===== src/rtl/q_update_ctrl_pkg.sv =====
// Shared sizing, FSM encoding and saturation helper for the Q-learning update controller.
package q_update_ctrl_pkg;

  localparam int DATA_WIDTH    = 16;
  localparam int STATES        = 16;
  localparam int STATES_WIDTH  = 4;
  localparam int ACTIONS       = 4;
  localparam int ACTIONS_WIDTH = 2;

  typedef enum logic [1:0] {
    ST_IDLE  = 2'd0,
    ST_READ  = 2'd1,
    ST_CALC  = 2'd2,
    ST_WRITE = 2'd3
  } q_state_e;

  // Clamp a two-guard-bit value into the signed DATA_WIDTH range.
  function automatic logic [DATA_WIDTH-1:0] sat_data(input logic signed [DATA_WIDTH+1:0] v);
    logic [DATA_WIDTH-1:0] res;
    if ((v[DATA_WIDTH+1:DATA_WIDTH-1] == 3'b000) || (v[DATA_WIDTH+1:DATA_WIDTH-1] == 3'b111)) begin
      res = v[DATA_WIDTH-1:0];
    end else if (v[DATA_WIDTH+1]) begin
      res = {1'b1, {(DATA_WIDTH-1){1'b0}}};
    end else begin
      res = {1'b0, {(DATA_WIDTH-1){1'b1}}};
    end
    return res;
  endfunction

endpackage


===== src/rtl/q_update_ctrl_max_select.sv =====
// Combinational signed maximum over ACTIONS packed Q entries.
module q_max_select
  import q_update_ctrl_pkg::*;
(
  input  logic [DATA_WIDTH*ACTIONS-1:0] entries,
  output logic signed [DATA_WIDTH-1:0]  max_val
);

  // Linear scan; ties keep the lower action index.
  always_comb begin
    max_val = $signed(entries[DATA_WIDTH-1:0]);
    for (int k = 1; k < ACTIONS; k++) begin
      if ($signed(entries[k*DATA_WIDTH +: DATA_WIDTH]) > max_val) begin
        max_val = $signed(entries[k*DATA_WIDTH +: DATA_WIDTH]);
      end else begin
        max_val = max_val;
      end
    end
  end

endmodule


===== src/rtl/q_update_ctrl.sv =====
// Q(s,a) update sequencer: read Q(s,a)/Q(s',*), compute the TD update, write back.
module q_update_ctrl
  import q_update_ctrl_pkg::*;
#(
  parameter int ALPHA_SHIFT = 2,
  parameter int GAMMA_SHIFT = 3
) (
  input  logic                          clk,
  input  logic                          rst_n,
  input  logic                          i_valid,
  output logic                          o_ready,
  input  logic [STATES_WIDTH-1:0]       i_st,
  input  logic [STATES_WIDTH-1:0]       i_next_st,
  input  logic [ACTIONS_WIDTH-1:0]      i_at,
  input  logic [DATA_WIDTH-1:0]         i_reward,
  output logic                          o_re,
  output logic                          o_we,
  output logic [STATES_WIDTH-1:0]       o_st,
  output logic [STATES_WIDTH-1:0]       o_next_st,
  output logic [ACTIONS_WIDTH-1:0]      o_at,
  output logic [DATA_WIDTH-1:0]         o_data,
  input  logic [DATA_WIDTH-1:0]         i_q,
  input  logic [DATA_WIDTH*ACTIONS-1:0] i_next_q,
  output logic                          o_done
);

  localparam int EW = DATA_WIDTH + 2;

  q_state_e                  state_r, next_state_s;
  logic                      handshake_s;
  logic                      ready_r, re_r, we_r, done_r;
  logic [STATES_WIDTH-1:0]   st_r, next_st_r;
  logic [ACTIONS_WIDTH-1:0]  at_r;
  logic [DATA_WIDTH-1:0]     reward_r, q_r, max_r;
  logic signed [DATA_WIDTH-1:0] max_s;
  logic signed [EW-1:0]      max_e_s, q_e_s, r_e_s, target_s, delta_s, new_s;

  q_max_select u_max (
    .entries (i_next_q),
    .max_val (max_s)
  );

  // FSM state register.
  always_ff @(posedge clk or negedge rst_n) begin
    if (!rst_n) begin
      state_r <= ST_IDLE;
    end else begin
      state_r <= next_state_s;
    end
  end

  // Next-state logic; a handshake is only possible from IDLE.
  always_comb begin
    next_state_s = state_r;
    handshake_s  = 1'b0;
    case (state_r)
      ST_IDLE: begin
        if (i_valid) begin
          next_state_s = ST_READ;
          handshake_s  = 1'b1;
        end else begin
          next_state_s = ST_IDLE;
        end
      end
      ST_READ:  next_state_s = ST_CALC;
      ST_CALC:  next_state_s = ST_WRITE;
      ST_WRITE: next_state_s = ST_IDLE;
      default:  next_state_s = ST_IDLE;
    endcase
  end

  // Request latches, strobes and CALC-stage operand capture; strobes lead the state by one edge.
  always_ff @(posedge clk or negedge rst_n) begin
    if (!rst_n) begin
      ready_r   <= 1'b1;
      re_r      <= 1'b0;
      we_r      <= 1'b0;
      done_r    <= 1'b0;
      st_r      <= '0;
      next_st_r <= '0;
      at_r      <= '0;
      reward_r  <= '0;
      q_r       <= '0;
      max_r     <= '0;
    end else begin
      ready_r <= (next_state_s == ST_IDLE);
      re_r    <= handshake_s;
      we_r    <= (state_r == ST_CALC);
      done_r  <= (state_r == ST_CALC);
      if (handshake_s) begin
        st_r      <= i_st;
        next_st_r <= i_next_st;
        at_r      <= i_at;
        reward_r  <= i_reward;
      end
      if (state_r == ST_CALC) begin
        q_r   <= i_q;
        max_r <= max_s;
      end
    end
  end

  // Two guard bits keep r + max - max*2^-G and the delta free of overflow.
  assign max_e_s  = {{2{max_r[DATA_WIDTH-1]}}, max_r};
  assign q_e_s    = {{2{q_r[DATA_WIDTH-1]}}, q_r};
  assign r_e_s    = {{2{reward_r[DATA_WIDTH-1]}}, reward_r};
  assign target_s = r_e_s + max_e_s - (max_e_s >>> GAMMA_SHIFT);
  assign delta_s  = target_s - q_e_s;
  assign new_s    = q_e_s + (delta_s >>> ALPHA_SHIFT);

  assign o_ready   = ready_r;
  assign o_re      = re_r;
  assign o_we      = we_r;
  assign o_done    = done_r;
  assign o_st      = st_r;
  assign o_next_st = next_st_r;
  assign o_at      = at_r;
  assign o_data    = sat_data(new_s);

endmodule

===== config.mk =====
export PLATFORM = sky130hd
export DESIGN_NAME = q_update_ctrl
export DESIGN_NICKNAME = d
export VERILOG_FILES = /design/src/rtl/q_update_ctrl_pkg.sv /design/src/rtl/q_update_ctrl_max_select.sv /design/src/rtl/q_update_ctrl.sv
export SDC_FILE = /design/constraint.sdc
export NUM_CORES = 1
export LEC_CHECK = 0
export CORE_ASPECT_RATIO = 1.5
export CORE_MARGIN = 8
export CORE_UTILIZATION = 30
export DETAILED_ROUTE_END_ITERATION = 6
export SLEW_MARGIN = 20
export SYNTH_ARGS = -nofsm -noshare
export SYNTH_HDL_FRONTEND = slang
export SYNTH_SLANG_ARGS = --single-unit

===== constraint.sdc =====
create_clock -name clk -period 10.5 [get_ports clk]
set_input_delay 3.15 -clock clk [delete_from_list [all_inputs] [get_ports clk]]
set_output_delay 3.15 -clock clk [all_outputs]
set_load 0.01 [all_outputs]

### Word-level counts from Yosys, hierarchy flattened

Cells that the tools add are included.
Widths: inputs -> output; s select.

| storage, ports and cells | value |
|---|---|
| bits of input ports | 109 |
| bits in registers | 63 |
| logic and storage cells | 34 |
| output and inout port bits | 30 |

| operators by class | value |
|---|---|
| reductions and logical operators | 4 |
| $lt $le $gt $ge | 3 |
| muxes and demuxes | 9 |
| add/subtract/negate cells | 4 |
| equality and inequality tests | 4 |

Operators with widths:

| operator | number |
|---|---|
| $mux 16 | 5 |
| $gt 16x16->1 | 3 |
| $add 16x16->17 | 2 |
| $sub 17x13->18 | 1 |
| $sub 18x16->18 | 1 |
| $pmux 2 s4 | 1 |
| $eq 2x2->1 const B | 2 |
| $logic_not 2->1 | 2 |
| $eq 3x3->1 const B | 1 |
| $logic_not 3->1 | 1 |
| $mux 1 | 3 |
| $eq 2x1->1 const B | 1 |
| $logic_or 1x1->1 | 1 |

### Logic depth before layout (Yosys ltp)

| logic depth | value |
|---|---|
| depth in word-level cells | 7 |
| depth in mapped cells | 34 |
| depth with buffers taken out | 30 |

### By module

A second synthesis with hierarchy kept.

| second synthesis, totals | value |
|---|---|
| cells, all modules | 735 |
| area, all modules | 6,734.0 µm² |

By module, submodules not included:

| module | sequential area each (µm²) | cells each | area an instance (µm²) | times used |
|---|---|---|---|---|
| q_update_ctrl | 1,577.8 | 479 | 4,838.4 | 1 |
| q_max_select | 0.0 | 256 | 1,895.6 | 1 |

### Worst setup path after synthesis

No wires, ideal clock.

| timing | value |
|---|---|
| path kind | input -> register |
| start point | input port i_next_q[13] |
| end point | register max_r[0] |
| library setup time | 133 ps |
| path slack | 1,280 ps |
| arrival time | 9,088 ps |
| data required time | 10,367 ps |
| stages | 34 |
| path buffers | 4 |
| cells stage by stage | inv_1 ha_1 nand4_2 a211oi_1 a211oi_1 or4_4 nand2_1 buf_4 clkbuf_1 nand2_1 o21ai_0 inv_1 ha_1 a21o_1 a221o_1 a21oi_1 a31oi_1 a21oi_1 o31ai_2 clkbuf_1 and2_1 a32o_1 or2_1 ha_1 a21o_1 a21o_1 a21o_1 a21oi_1 o21ai_0 o211ai_1 a21oi_1 nand2b_1 clkbuf_1 o31ai_1 |

| between the ends | value |
|---|---|
| cells in the longest elaborated chain, start to end | 6 |

RTL lines:

| item | RTL line | source |
|---|---|---|
| start, declared | q_update_ctrl.sv:23 | `input logic [DATA_WIDTH*ACTIONS-1:0] i_next_q,` |
| $gt 16x16->1 | q_update_ctrl_max_select.sv:13 | `if ($signed(entries[k*DATA_WIDTH +: DATA_WIDTH]) > max_val) begin` |
| $mux 16 (*) | q_update_ctrl_max_select.sv:13 |  |
| $gt 16x16->1 | q_update_ctrl_max_select.sv:13 |  |
| $mux 16 (*) | q_update_ctrl_max_select.sv:13 |  |
| $gt 16x16->1 | q_update_ctrl_max_select.sv:13 |  |
| $mux 16 (*) | q_update_ctrl_max_select.sv:13 |  |
| end signal, assigned | q_update_ctrl.sv:98 | `max_r <= max_s;` |
| end, declared | q_update_ctrl.sv:34 | `logic [DATA_WIDTH-1:0] reward_r, q_r, max_r;` |

Mark *: on every way between the ends. The rest lies on a longest branch, timed or not.
A chain may end at the register's enable or synchronous reset.

### Worst setup path after layout

| timing | value |
|---|---|
| start point | input port i_next_q[13] |
| end point | register max_r[3] |

Same word-level chain as after synthesis.

==> impl_metrics.tcl <==
set metrics [dict create \
    status "complete, no violations" \
    fin_nets 1089 \
    avgViaCountPerCell 4.87 \
    synthAdderAreaFrac 0.256 \
    clock_latency_ns 0.33 \
    synth_top_family_by_area "adder cells" \
    final_layout_size_suffix_gt1_frac 0.0953 \
    path_clk_slew_ns 0.05 \
    finalSetupViolCount 0 \
    clock_skew_ns 0.00402 \
    synth.area.top_cells "dfrtp_1 24%, ha_1 16%, fa_1 9.8%" \
    drt.antenna.violating_nets 0 \
    area_delta_synth_final_pct 30.1 \
    synth-xor-area-share 0.0267 \
    rsz0062_at_grt "false" \
    synth.avg_cell_area_sq_um 8.96 \
    synth_seq_cells 63 \
    clkSinkCount 63 \
    drt_iter0_drc 176 \
    path_delay_family "simple AND/OR/NAND/NOR gates" \
    synth_compound_area_frac 0.207 \
    slew_headroom 0.445 \
    synth.cell_area_sq_um 6550 \
    ios 139 \
    path_class "input port to flop" \
    grt_pass1_vias 6072 \
    wire_per_inst_um 15.7 \
    async_reset_ff_frac 1.00 \
    grt_pass1_wl_um 29200 \
    stdcell_count 1143 \
    synthesis.nets 954 \
    setup_tns_ns 0 \
    hpwl_um 15300 \
    dp_worst_setup_slack_ns 0.380 \
    hp-class "flop to flop" \
    synth_top_cell_area_share 0.237 \
    worst_path_largest_cell_delay_ns 0.56 \
    gp_congestion 0.814 \
    fmax_mhz 102 \
    yosysWarnings 0 \
    synth-simple-area-share 0.146 \
    layout_common_cells "137 x clkdlybuf4s50_1, 90 x inv_1, 81 x ha_1" \
    synth_area_leader_cell "dfrtp_1" \
    cts_setup_buffers 0 \
    layout_commonest_cell "clkdlybuf4s50_1" \
    worst-path-buf-inv 4 \
    diodes 0 \
    start_kind "input port" \
    syn_inst 731 \
    cp.required_ns 10.73 \
    portBuffers 138 \
    critPathSlowestCell "or4_4" \
    maxCapViolations 0 \
    dieWidth_um 137 \
    drtPass1Iterations 4 \
    synth-edff-count 0 \
    die_height_um 197 \
    htreeDepth 3 \
    endpoint_kind "flop" \
    grt_overflow_total 0 \
    crit_arrival_ns 10.01 \
    start_util 0.304 \
    grtUsageTotal 0.135 \
    period_share 0.932 \
    hold_buffers 0 \
    grt_max_degree 64 \
    core-area_sq_um 21600 \
    synth_mux_area_frac 0.0499 \
    via_count 5565 \
    drcViolationCount 0 \
    ys_seq_area_frac 0.241 \
    ys_types 61 \
    cp_max_fo 18 \
    wirelength_um 17900 \
    ctsResizeCount 0 \
    worstMarginPinSlew_ns 0.833 \
    cts_root_buf "clkbuf_16" \
    max-clock-path-buffers 2 \
    die-area_sq_um 26900 \
    slew_violations 0 \
    dp_cells 1127 \
    antenna_found_initial 0 \
    synth_ff_type "dfrtp_1" \
    rows 66 \
    period_minus_slack_ns 9.79 \
    numCtsBuffers 9 \
    hold_viol 0 \
    cts_tree "built" \
    setup_slack_ns 0.714 \
]
[area by class of cell]
type | count | area [sq um]
Fill cell | 2177 | 13000
Clock buffer | 13 | 260
Clock inverter | 3 | 18.8
Multi-Input combinational cell | 549 | 4500
Inverter | 90 | 338
Sequential cell | 63 | 1580
Tap cell | 272 | 340
Timing Repair Buffer | 153 | 1490
[path summary, 6_finish.rpt]
kind,from,endpoint,slack [ns],cells past startpoint
max reg2reg,state_r[0],max_r[3],8.21,5
min in group asynchronous,rst_n,o_next_st[3],3.00,2
max in group asynchronous,rst_n,q_r[9],6.95,2
min reg2reg,o_next_st[2],o_next_st[2],0.50,1
min,o_next_st[2],o_next_st[2],0.50,1
max,i_next_q[13],max_r[3],0.71,31
[kinds of logic (layout without fill, tap and decap cells)]
kind of cell / Yosys count / in the layout
mux: 29 / 29
compound gates: 199 / 199
buf+inv: 119 / 259
flops: 63 / 63
fa+ha+maj: 115 / 115
simple gates: 186 / 186
xor+xnor: 20 / 20
[flip-flops by register name, indices dropped and copies added, names as in the netlist]
signal,cells
reward_r,16
max_r,16
o_next_st,4
o_done,1
o_ready,1
o_at,2
o_re,1
q_r,16
o_st,4
state_r,2
[stage by stage]
step           area (sq um)  utilization  hold slack, ns
2_1_floorplan          6550            -           0.522
3_3_place_gp           8240        0.382           0.487
3_5_place_dp           8240        0.382           0.493
4_1_cts                8520        0.395           0.505
5_1_grt                8520        0.395           0.525
6_report               8520        0.395           0.504
[layer usage]
metal,GRT usage,up-vias,part of all wire
li1,-,2864,-
met1,0.146,2562,0.41
met2,0.249,119,0.51
met3,0.0313,20,0.055
met4,0.0478,0,0.022
met5,0,-,0
[synth_stat cells (all sizes together) (18+ instances only)]
master  number
a21oi       40
a31oi       21
clkbuf      18
dfrtp       62
fa          32
ha          82
inv         90
mux2        29
nand2       54
nor2        39
o21ai       43
or2         18
Power is not shown: default switching activity piles up to over one toggle a cycle in this logic, so the estimate is an artifact.
